<file path="src/rtl/segment_scanner.sv">
// segment_scanner
// Multiplexed seven-segment display driver. One digit slot is 2^DIV clock
// cycles long and a frame visits all DIGITS slots in turn. Display data is
// double-buffered: a load strobe fills a shadow set, and the shadow is applied
// to the active set only at a frame boundary, so a frame never mixes old and
// new data. Brightness is PWM within each slot, taken from the top prescaler
// bits.
//
// Ports
//   clk_peripheral     in   sole clock
//   peripheral_resetn  in   asynchronous active-low reset, synchronous release
//   value              in   4*DIGITS  hex nibbles, digit DIGITS-1 most significant
//   dp                 in   DIGITS    decimal point per digit, 1 = lit
//   digit_en           in   DIGITS    1 = digit may light
//   blank_lz           in   1         leading-zero blanking enable
//   brightness         in   PWM_BITS  0 = dark, max = (2^PWM_BITS-1)/2^PWM_BITS duty
//   load               in   1         strobe capturing the five inputs above
//   pending            out  1         shadow holds data not yet applied
//   frame_done         out  1         one-cycle pulse at each frame boundary
//   an                 out  DIGITS    anode per digit
//   ca                 out  8         cathodes, bit7 dp, bits6:0 g..a
module segment_scanner #(
    parameter int DIGITS     = 8,
    parameter int DIV        = 12,
    parameter int PWM_BITS   = 3,
    parameter int ACTIVE_LOW = 1
) (
    input  logic                  clk_peripheral,
    input  logic                  peripheral_resetn,
    input  logic [4*DIGITS-1:0]   value,
    input  logic [DIGITS-1:0]     dp,
    input  logic [DIGITS-1:0]     digit_en,
    input  logic                  blank_lz,
    input  logic [PWM_BITS-1:0]   brightness,
    input  logic                  load,
    output logic                  pending,
    output logic                  frame_done,
    output logic [DIGITS-1:0]     an,
    output logic [7:0]            ca
);

    localparam int             IW       = (DIGITS > 1) ? $clog2(DIGITS) : 1;
    localparam logic [IW-1:0]  LAST_IDX = IW'(DIGITS - 1);
    localparam logic           OFF_LVL  = (ACTIVE_LOW != 0) ? 1'b1 : 1'b0;

    logic [DIV-1:0]       r_pre;
    logic [IW-1:0]        r_idx;
    logic                 r_pending;
    logic                 r_frame_done;
    logic [DIGITS-1:0]    r_an;
    logic [7:0]           r_ca;

    logic [4*DIGITS-1:0]  r_sh_value;
    logic [DIGITS-1:0]    r_sh_dp;
    logic [DIGITS-1:0]    r_sh_en;
    logic                 r_sh_blz;
    logic [PWM_BITS-1:0]  r_sh_bright;

    logic [4*DIGITS-1:0]  r_act_value;
    logic [DIGITS-1:0]    r_act_dp;
    logic [DIGITS-1:0]    r_act_en;
    logic                 r_act_blz;
    logic [PWM_BITS-1:0]  r_act_bright;

    logic                 w_tick;
    logic                 w_boundary;
    logic [DIGITS-1:0]    w_blank;
    logic [3:0]           w_nib;
    logic [PWM_BITS-1:0]  w_level;
    logic                 w_lit;
    logic [DIGITS-1:0]    w_an_low;
    logic [7:0]           w_ca_low;

    function automatic logic [6:0] seg_font(input logic [3:0] n);
        logic [6:0] s;
        case (n)
            4'h0: s = 7'h40;
            4'h1: s = 7'h79;
            4'h2: s = 7'h24;
            4'h3: s = 7'h30;
            4'h4: s = 7'h19;
            4'h5: s = 7'h12;
            4'h6: s = 7'h02;
            4'h7: s = 7'h78;
            4'h8: s = 7'h00;
            4'h9: s = 7'h10;
            4'hA: s = 7'h08;
            4'hB: s = 7'h03;
            4'hC: s = 7'h46;
            4'hD: s = 7'h21;
            4'hE: s = 7'h06;
            default: s = 7'h0E;
        endcase
        return s;
    endfunction

    assign w_tick     = &r_pre;
    assign w_boundary = w_tick && (r_idx == LAST_IDX);

    // Slot timing: free-running prescaler, digit index steps on its wrap.
    always_ff @(posedge clk_peripheral or negedge peripheral_resetn) begin
        if (!peripheral_resetn) begin
            r_pre <= '0;
            r_idx <= '0;
        end else begin
            r_pre <= r_pre + 1'b1;
            if (w_tick) begin
                r_idx <= (r_idx == LAST_IDX) ? '0 : r_idx + 1'b1;
            end
        end
    end

    always_ff @(posedge clk_peripheral or negedge peripheral_resetn) begin
        if (!peripheral_resetn) begin
            r_sh_value  <= '0;
            r_sh_dp     <= '0;
            r_sh_en     <= '0;
            r_sh_blz    <= 1'b0;
            r_sh_bright <= '0;
        end else if (load) begin
            r_sh_value  <= value;
            r_sh_dp     <= dp;
            r_sh_en     <= digit_en;
            r_sh_blz    <= blank_lz;
            r_sh_bright <= brightness;
        end
    end

    // A load landing on the boundary bypasses the shadow so it is not
    // delayed by a whole frame.
    always_ff @(posedge clk_peripheral or negedge peripheral_resetn) begin
        if (!peripheral_resetn) begin
            r_act_value  <= '0;
            r_act_dp     <= '0;
            r_act_en     <= '0;
            r_act_blz    <= 1'b0;
            r_act_bright <= '0;
            r_pending    <= 1'b0;
        end else if (w_boundary) begin
            r_pending <= 1'b0;
            if (load) begin
                r_act_value  <= value;
                r_act_dp     <= dp;
                r_act_en     <= digit_en;
                r_act_blz    <= blank_lz;
                r_act_bright <= brightness;
            end else if (r_pending) begin
                r_act_value  <= r_sh_value;
                r_act_dp     <= r_sh_dp;
                r_act_en     <= r_sh_en;
                r_act_blz    <= r_sh_blz;
                r_act_bright <= r_sh_bright;
            end
        end else if (load) begin
            r_pending <= 1'b1;
        end
    end

    // Digit i is blanked when every nibble from the top down to i is zero.
    always_comb begin
        logic zero_run;
        w_blank  = '0;
        zero_run = 1'b1;
        for (int i = DIGITS - 1; i >= 0; i--) begin
            zero_run = zero_run & (r_act_value[4*i +: 4] == 4'h0);
            if (i > 0) begin
                w_blank[i] = r_act_blz & zero_run;
            end
        end
    end

    assign w_nib   = r_act_value[{r_idx, 2'b00} +: 4];
    assign w_level = r_pre[DIV-1 -: PWM_BITS];
    assign w_lit   = r_act_en[r_idx] && (w_level < r_act_bright) && !w_blank[r_idx];

    // Anode and cathodes come from the same idx/pre sample and are registered
    // together, so a new anode never carries the previous digit's pattern.
    assign w_an_low = w_lit ? ~({{(DIGITS-1){1'b0}}, 1'b1} << r_idx) : '1;
    assign w_ca_low = w_lit ? {~r_act_dp[r_idx], seg_font(w_nib)} : 8'hFF;

    always_ff @(posedge clk_peripheral or negedge peripheral_resetn) begin
        if (!peripheral_resetn) begin
            r_an         <= {DIGITS{OFF_LVL}};
            r_ca         <= {8{OFF_LVL}};
            r_frame_done <= 1'b0;
        end else begin
            r_an         <= (ACTIVE_LOW != 0) ? w_an_low : ~w_an_low;
            r_ca         <= (ACTIVE_LOW != 0) ? w_ca_low : ~w_ca_low;
            r_frame_done <= w_boundary;
        end
    end

    assign an         = r_an;
    assign ca         = r_ca;
    assign pending    = r_pending;
    assign frame_done = r_frame_done;

endmodule

</file>
<file path="config.mk">
export PLATFORM = sky130hd
export DESIGN_NAME = segment_scanner
export DESIGN_NICKNAME = d
export VERILOG_FILES = /design/src/rtl/segment_scanner.sv
export SDC_FILE = /design/constraint.sdc
export NUM_CORES = 1
export LEC_CHECK = 0
export CAP_MARGIN = 0
export CORE_MARGIN = 2
export CORE_UTILIZATION = 55
export CTS_CLUSTER_DIAMETER = 100
export CTS_CLUSTER_SIZE = 28
export DETAILED_ROUTE_END_ITERATION = 8
export PLACE_DENSITY = 0.79
export SETUP_SLACK_MARGIN = 0.02
export SYNTH_ARGS = -nofsm -noshare
export SYNTH_HDL_FRONTEND = slang
export SYNTH_SLANG_ARGS = --single-unit
</file>
<file path="constraint.sdc">
create_clock -name clk_peripheral -period 3.7 [get_ports clk_peripheral]
set_input_delay 0.555 -clock clk_peripheral [delete_from_list [all_inputs] [get_ports clk_peripheral]]
set_output_delay 0.555 -clock clk_peripheral [all_outputs]
set_load 0.05 [all_outputs]
</file>
==> results.cfg, run 1 <==
[timing]
setup-tns-final_ns = 0
finalClockSkew_ns = 0.00668
max_slew_margin = 0.254
fin_crit_ns = 2.97
setup_violations = 0
maxSlewViolCount = 0
final.period_utilization = 0.802
timing_worst_slew_pin_value_ns = 1.12
report.final.hold_viol_count = 0
unrepaired_setup_endpoints_after_global_routing = false
fmax_mhz = 337

[status]
outcome = completed

[critical_path]
critical_path.cell_chain = mux4_1, mux2i_1, inv_1, ha_1, nor2_1, nand2_1, o21ai_1, o21ai_1
critical_path_peak_fanout = 21
category_of_the_worst_setup_path_launch_point = flip-flop
crit_path_top_delay_cell = sky130_fd_sc_hd__dfrtp_1
worstPathArrival_ns = 3.37
crit_path_frequent_cell = sky130_fd_sc_hd__o21ai_1
regToRegSetupSlack_ns = 0.73
path_class = reg2reg
crit_buf_inv = 1
cp_top_family = multiplexers
worst-endpoint-required_ns = 4.11
cp_slowest_stage_delay_ns = 0.93
endpoint_kind = flip-flop

[clock_tree]
cts.clk_slew.worst_paths_ns = 0.06
cts_buffers = 17
clk_latency_ns = 0.51
htree_num_levels = 4
tritoncts = done
root_buffer = sky130_fd_sc_hd__clkbuf_8
postCtsResizedCells = 0
max-clock-path-buffers = 2
holdBufCountCts = 0
clock_sinks = 137
cts_setup_buffers = 0

[yosys]
ys_ff_latch = 137
yosys_warnings = 0
synth_area_per_cell_um2 = 14.8
netlist.area_leader.share = 0.510
synthDistinctLibCells = 39
async_sr_flop_fraction = 1.00
synth_enable_flop_cells = 0
synth_cells = 402
cell_taking_the_most_area_after_synthesis = sky130_fd_sc_hd__dfrtp_1
synthesis.nets = 472
synth_top_flop_cell = sky130_fd_sc_hd__dfrtp_1
seq_area_frac_synth = 0.581
top_cells_by_area_in_the_synthesized_netlist = sky130_fd_sc_hd__dfrtp_1 (51%), sky130_fd_sc_hd__mux2_2 (20%), sky130_fd_sc_hd__dfstp_2 (7.1%)
mappedNetlistArea_um2 = 5930

[layout]
summed_area_of_non_filler_cells_in_the_final_layout_um2 = 7320
finalNetCount = 548
post_route_cells_drive_above_1_share = 0.344
layout.cells.most_common_list = sky130_fd_sc_hd__dfrtp_1 (121), sky130_fd_sc_hd__mux2_2 (105), sky130_fd_sc_hd__clkdlybuf4s50_1 (70)
layout_commonest_cell = sky130_fd_sc_hd__dfrtp_1
final-seq-area_um2 = 3450
multi_input_comb_area_um2 = 2300
final_cells = 627
area.growth.synth_to_final_pct = 23.3
n_fill_cell = 702
layout.core_utilization = 0.703
insertedDiodeCount = 0

[die]
die_y_um = 108
pin_count = 73
rows = 37
die_width_um = 108
coreArea_um2 = 10400
fp.dieArea_um2 = 11600
floorplan.initialDensity = 0.570

[detailed_routing]
post_drt_via_cell_ratio = 5.53
drt_drc_violations_left = 0
antenna_left = 0
detail_route.iter0.violations = 150
drt-wirelength-per-cell_um = 17.1
drt_first_pass_iters = 4
vias = 3467
wirelength_um = 10700

[flow_run]
drv_cap = 0

[power]
power.density_cell_area_nw_per_um2 = 469
leakage_uw = 0.00332
total_power_uw = 3430
max_ir_drop_vdd_v = 0.000261

[grt]
grt_antenna_before_repair = 0
grt_first_pass_wirelength_um = 18000
grt_overflow_total = 0
pin_count_of_the_biggest_net_entering_global_routing = 59
first_global_vias = 3584
global_route.usage.total = 0.206

[min_path]
timing.hold.worst.class = in2async

[placement]
area_post_placement_um2 = 6710
place_hpwl_um = 7350
place.port_buffers = 72
gpl.final_weighted_congestion = 0.848
dp.cells = 595
## Yosys cell counts (2+ instances only)
master and instances:
sky130_fd_sc_hd__dfstp_2 16, sky130_fd_sc_hd__nor2_1 7, sky130_fd_sc_hd__mux4_1 8, sky130_fd_sc_hd__xor2_1 4, sky130_fd_sc_hd__xnor2_1 6, sky130_fd_sc_hd__o21ai_0 5, sky130_fd_sc_hd__mux2i_1 7, sky130_fd_sc_hd__nand3_1 16
sky130_fd_sc_hd__ha_1 15, sky130_fd_sc_hd__dfrtp_1 121, sky130_fd_sc_hd__o21ai_1 5, sky130_fd_sc_hd__buf_6 9, sky130_fd_sc_hd__o221ai_1 2, sky130_fd_sc_hd__nand2_1 22, sky130_fd_sc_hd__nor4_1 6, sky130_fd_sc_hd__mux2_2 105
sky130_fd_sc_hd__a21oi_1 3, sky130_fd_sc_hd__a31oi_1 4, sky130_fd_sc_hd__and2_2 2, sky130_fd_sc_hd__inv_1 9, sky130_fd_sc_hd__clkbuf_1 7, sky130_fd_sc_hd__nor3_1 2, sky130_fd_sc_hd__o211ai_1 2, sky130_fd_sc_hd__nor2_2 2
sky130_fd_sc_hd__mux4_2 3
## state kept, by name, indices dropped and copies added, names as in the netlist
name	flops
r_act_value	32
r_sh_value	32
r_pre	12
an	8
ca	8
r_act_dp	8
r_act_en	8
r_sh_dp	8
r_sh_en	8
r_act_bright	3
r_idx	3
r_sh_bright	3
frame_done	1
pending	1
r_act_blz	1
r_sh_blz	1
## power by group
group / switching [uW] / internal (uW)
clock network: 600 / 1080
registers: 14.7 / 1560
logic: 80.6 / 104
total: 695 / 2740
## path summary, 6_finish.rpt
check,startpoint,end,cells past startpoint
setup / recovery,r_idx[0],ca[0],8
hold / removal,peripheral_resetn,r_pre[5],1
setup reg to reg,r_idx[0],ca[0],8
hold reg to reg,r_pre[0],r_pre[0],1
max in group asynchronous,peripheral_resetn,ca[4],2
min in group clk_peripheral,r_pre[0],r_pre[0],1
## layer usage
layer,part of all wire,GRT usage,routed length [um]
met5,0,0,0
met4,0.021,0.0943,230
met3,0.035,0.0472,381
met2,0.49,0.319,5290
met1,0.45,0.279,4830
## cells by family after synthesis
logic type	share of synthesized area
buffers and inverters	0.0323
multiplexers	0.260
flip-flops	0.581
AND/OR/NAND/NOR	0.0493
XOR/XNOR	0.0148
AO/OA/AOI/OAI	0.0308
adder cells (fa/ha/maj)	0.0316
## layout make-up
type | count | area share
timing repair buffer | 76 | 0.103
multi-input combinational | 236 | 0.315
clock inverter | 11 | 0.0198
sequential | 137 | 0.471
tap | 136 | 0.0233
clock buffer | 21 | 0.0627
inverter | 10 | 0.00513
## per-stage QoR
stage,hold slack [ns],setup WS [ns]
4_1_cts,0.104,0.782
6_report,0.0952,0.732
5_1_grt,0.145,0.481
3_3_place_gp,0.436,0.913
2_1_floorplan,0.259,1.45
3_5_place_dp,0.446,0.781
Note: power is estimated with default switching activity, not from simulation.
==> run 2, diff against run 1 <==
- CORE_UTILIZATION: 55 -> 50
- PLACE_DENSITY: 0.79 -> 0.76
- clock period: 3.7 -> 2.55 ns (I/O delays scaled with it)
==> run 2 against run 1 <==
  * The run now ends with design-rule violations left
  * Via count increased by 1.3%
  * Clock skew increased by 0.0064 ns
  * Cell count increased by 2.4%
  * Die area increased by 9.6%
  * Total power increased by 41%
  * Flip-flop and latch count unchanged
  * Highest routed layer unchanged
==> results.cfg, run 2 (synthesis gave the netlist of run 1 again) <==
[die]
die_y_um = 113
pin_count = 73
rows = 39
floorplan.initialDensity = 0.515
fp.dieArea_um2 = 12800
coreArea_um2 = 11500
die_width_um = 113

[clock_tree]
cts_buffers = 17
root_buffer = sky130_fd_sc_hd__clkbuf_16
tritoncts = done
cts_setup_buffers = 0
clk_latency_ns = 0.42
max-clock-path-buffers = 2
clock_sinks = 137
cts.clk_slew.worst_paths_ns = 0.06
htree_num_levels = 4

[placement]
gpl.final_weighted_congestion = 0.918
place_hpwl_um = 7970
place.port_buffers = 72
pre_cts_slack_ns = 0.216

[timing]
max_slew_margin = 0.551
fin_ws_ns = 0.182
setup-tns-final_ns = 0
fmax_mhz = 422
finalClockSkew_ns = 0.0131
final.period_utilization = 0.929
fin_crit_ns = 2.37
report.final.hold_viol_count = 0
setup_violations = 0
maxSlewViolCount = 0
unrepaired_setup_endpoints_after_global_routing = false
timing_worst_slew_pin_value_ns = 0.674

[power]
share_seq_of_total_power = 0.469
power.share.combinational = 0.056
switching_power_uw = 1070
internal_power_uw = 3780
leakage_uw = 0.00335
power.share.clock = 0.475
power.density_cell_area_nw_per_um2 = 657
max_ir_drop_vdd_v = 0.000365
sw_frac_of_total = 0.221

[detailed_routing]
post_drt_via_cell_ratio = 5.47
drt-wirelength-per-cell_um = 18.0
wirelength_um = 11500
antenna_left = 0
detail_route.iter0.violations = 205
drt_drc_violations_left = 8
vias = 3512
drt_first_pass_iters = 8

[layout]
layout.cells.most_common_list = sky130_fd_sc_hd__dfrtp_1 (121), sky130_fd_sc_hd__mux2_2 (105), sky130_fd_sc_hd__clkdlybuf4s50_1 (70)
finalNetCount = 556
post_route_cells_drive_above_1_share = 0.355
area.growth.synth_to_final_pct = 24.6
reg_top3 = r_act_value x32, r_sh_value x32, r_pre x12
layout_commonest_cell = sky130_fd_sc_hd__dfrtp_1
insertedDiodeCount = 0

[min_path]
timing.hold.worst.class = in2reg

[status]
outcome = finished, violations left
failed_checks = design-rule violations

[critical_path]
path_class = reg2reg
worstPathArrival_ns = 2.66
worst-endpoint-required_ns = 2.84
endpoint_kind = flip-flop
critical_path_peak_fanout = 22
category_of_the_worst_setup_path_launch_point = flip-flop

[grt]
grt_antenna_before_repair = 0
grt_overflow_total = 0
pin_count_of_the_biggest_net_entering_global_routing = 58
global_route.usage.total = 0.196
first_global_vias = 3819
grt_first_pass_wirelength_um = 19300

[flow_run]
drv_cap = 0
run 2: critical path, stage by stage (launching register included):
cell and delay, ns:
sky130_fd_sc_hd__dfrtp_1 0.52, sky130_fd_sc_hd__buf_4 0.25, sky130_fd_sc_hd__ha_1 0.23, sky130_fd_sc_hd__ha_1 0.22, sky130_fd_sc_hd__and2_2 0.21, sky130_fd_sc_hd__o21ai_4 0.20
sky130_fd_sc_hd__buf_12 0.24, sky130_fd_sc_hd__mux2_2 0.35
run 2: per-layer routing:
metal / up-vias / track usage / wire (um)
met5: - / 0 / 0
met4: 0 / 0.0659 / 170
met3: 17 / 0.0493 / 519
met2: 110 / 0.328 / 5850
met1: 1774 / 0.253 / 5000
li1: 1611 / - / -
run 2: stage by stage:
| step | power [uW] | instance area (um2) | hold slack, ns | cells | util |
|---|---|---|---|---|---|
| after floorplan | 2420 | 5930 | 0.0869 | 402 | - |
| after global placement | 2580 | 6810 | 0.416 | 609 | 0.592 |
| after detailed placement | 2590 | 6810 | 0.421 | 609 | 0.592 |
| after CTS | 4910 | 7390 | 0.304 | 642 | 0.642 |
| after global routing | 5040 | 7390 | 0.343 | 642 | 0.642 |
| final | 4850 | 7390 | 0.325 | 642 | 0.642 |
run 2: final timing paths:
check	endpoint	start	slack (ns)	cells past startpoint
max in group asynchronous	ca[2]	peripheral_resetn	1.31	3
setup / recovery	r_act_value[20]	r_idx[0]	0.18	7
setup reg to reg	r_act_value[20]	r_idx[0]	0.18	7
hold reg to reg	r_pre[0]	r_pre[0]	0.47	1
min in group asynchronous	r_act_en[1]	peripheral_resetn	0.51	2
hold / removal	pending	load	0.32	3
run 2: layout make-up:
| class | count | area (um2) |
|---|---|---|
| clock buffers | 19 | 443 |
| repair buffers | 84 | 856 |
| multi-input cells | 236 | 2310 |
| flip-flops and latches | 137 | 3450 |
| well taps | 143 | 179 |
| inverters | 10 | 37.5 |
| clock inverters | 13 | 123 |
| fillers | 832 | 4120 |
run 2: power by group through the flow:
stage          combinational, uW  sequential [uW]  clock [uW]
2_1_floorplan                115             2310           0
3_3_place_gp                 270             2310           0
3_5_place_dp                 276             2320           0
4_1_cts                      280             2280        2350
5_1_grt                      302             2290        2450
6_report                     272             2280        2300
run 2: repair_timing:
action	in CTS	in global routing
resized for setup	0	1
hold buffers	1	0
hold endpoints to repair	42	0
setup endpoints to repair	0	1
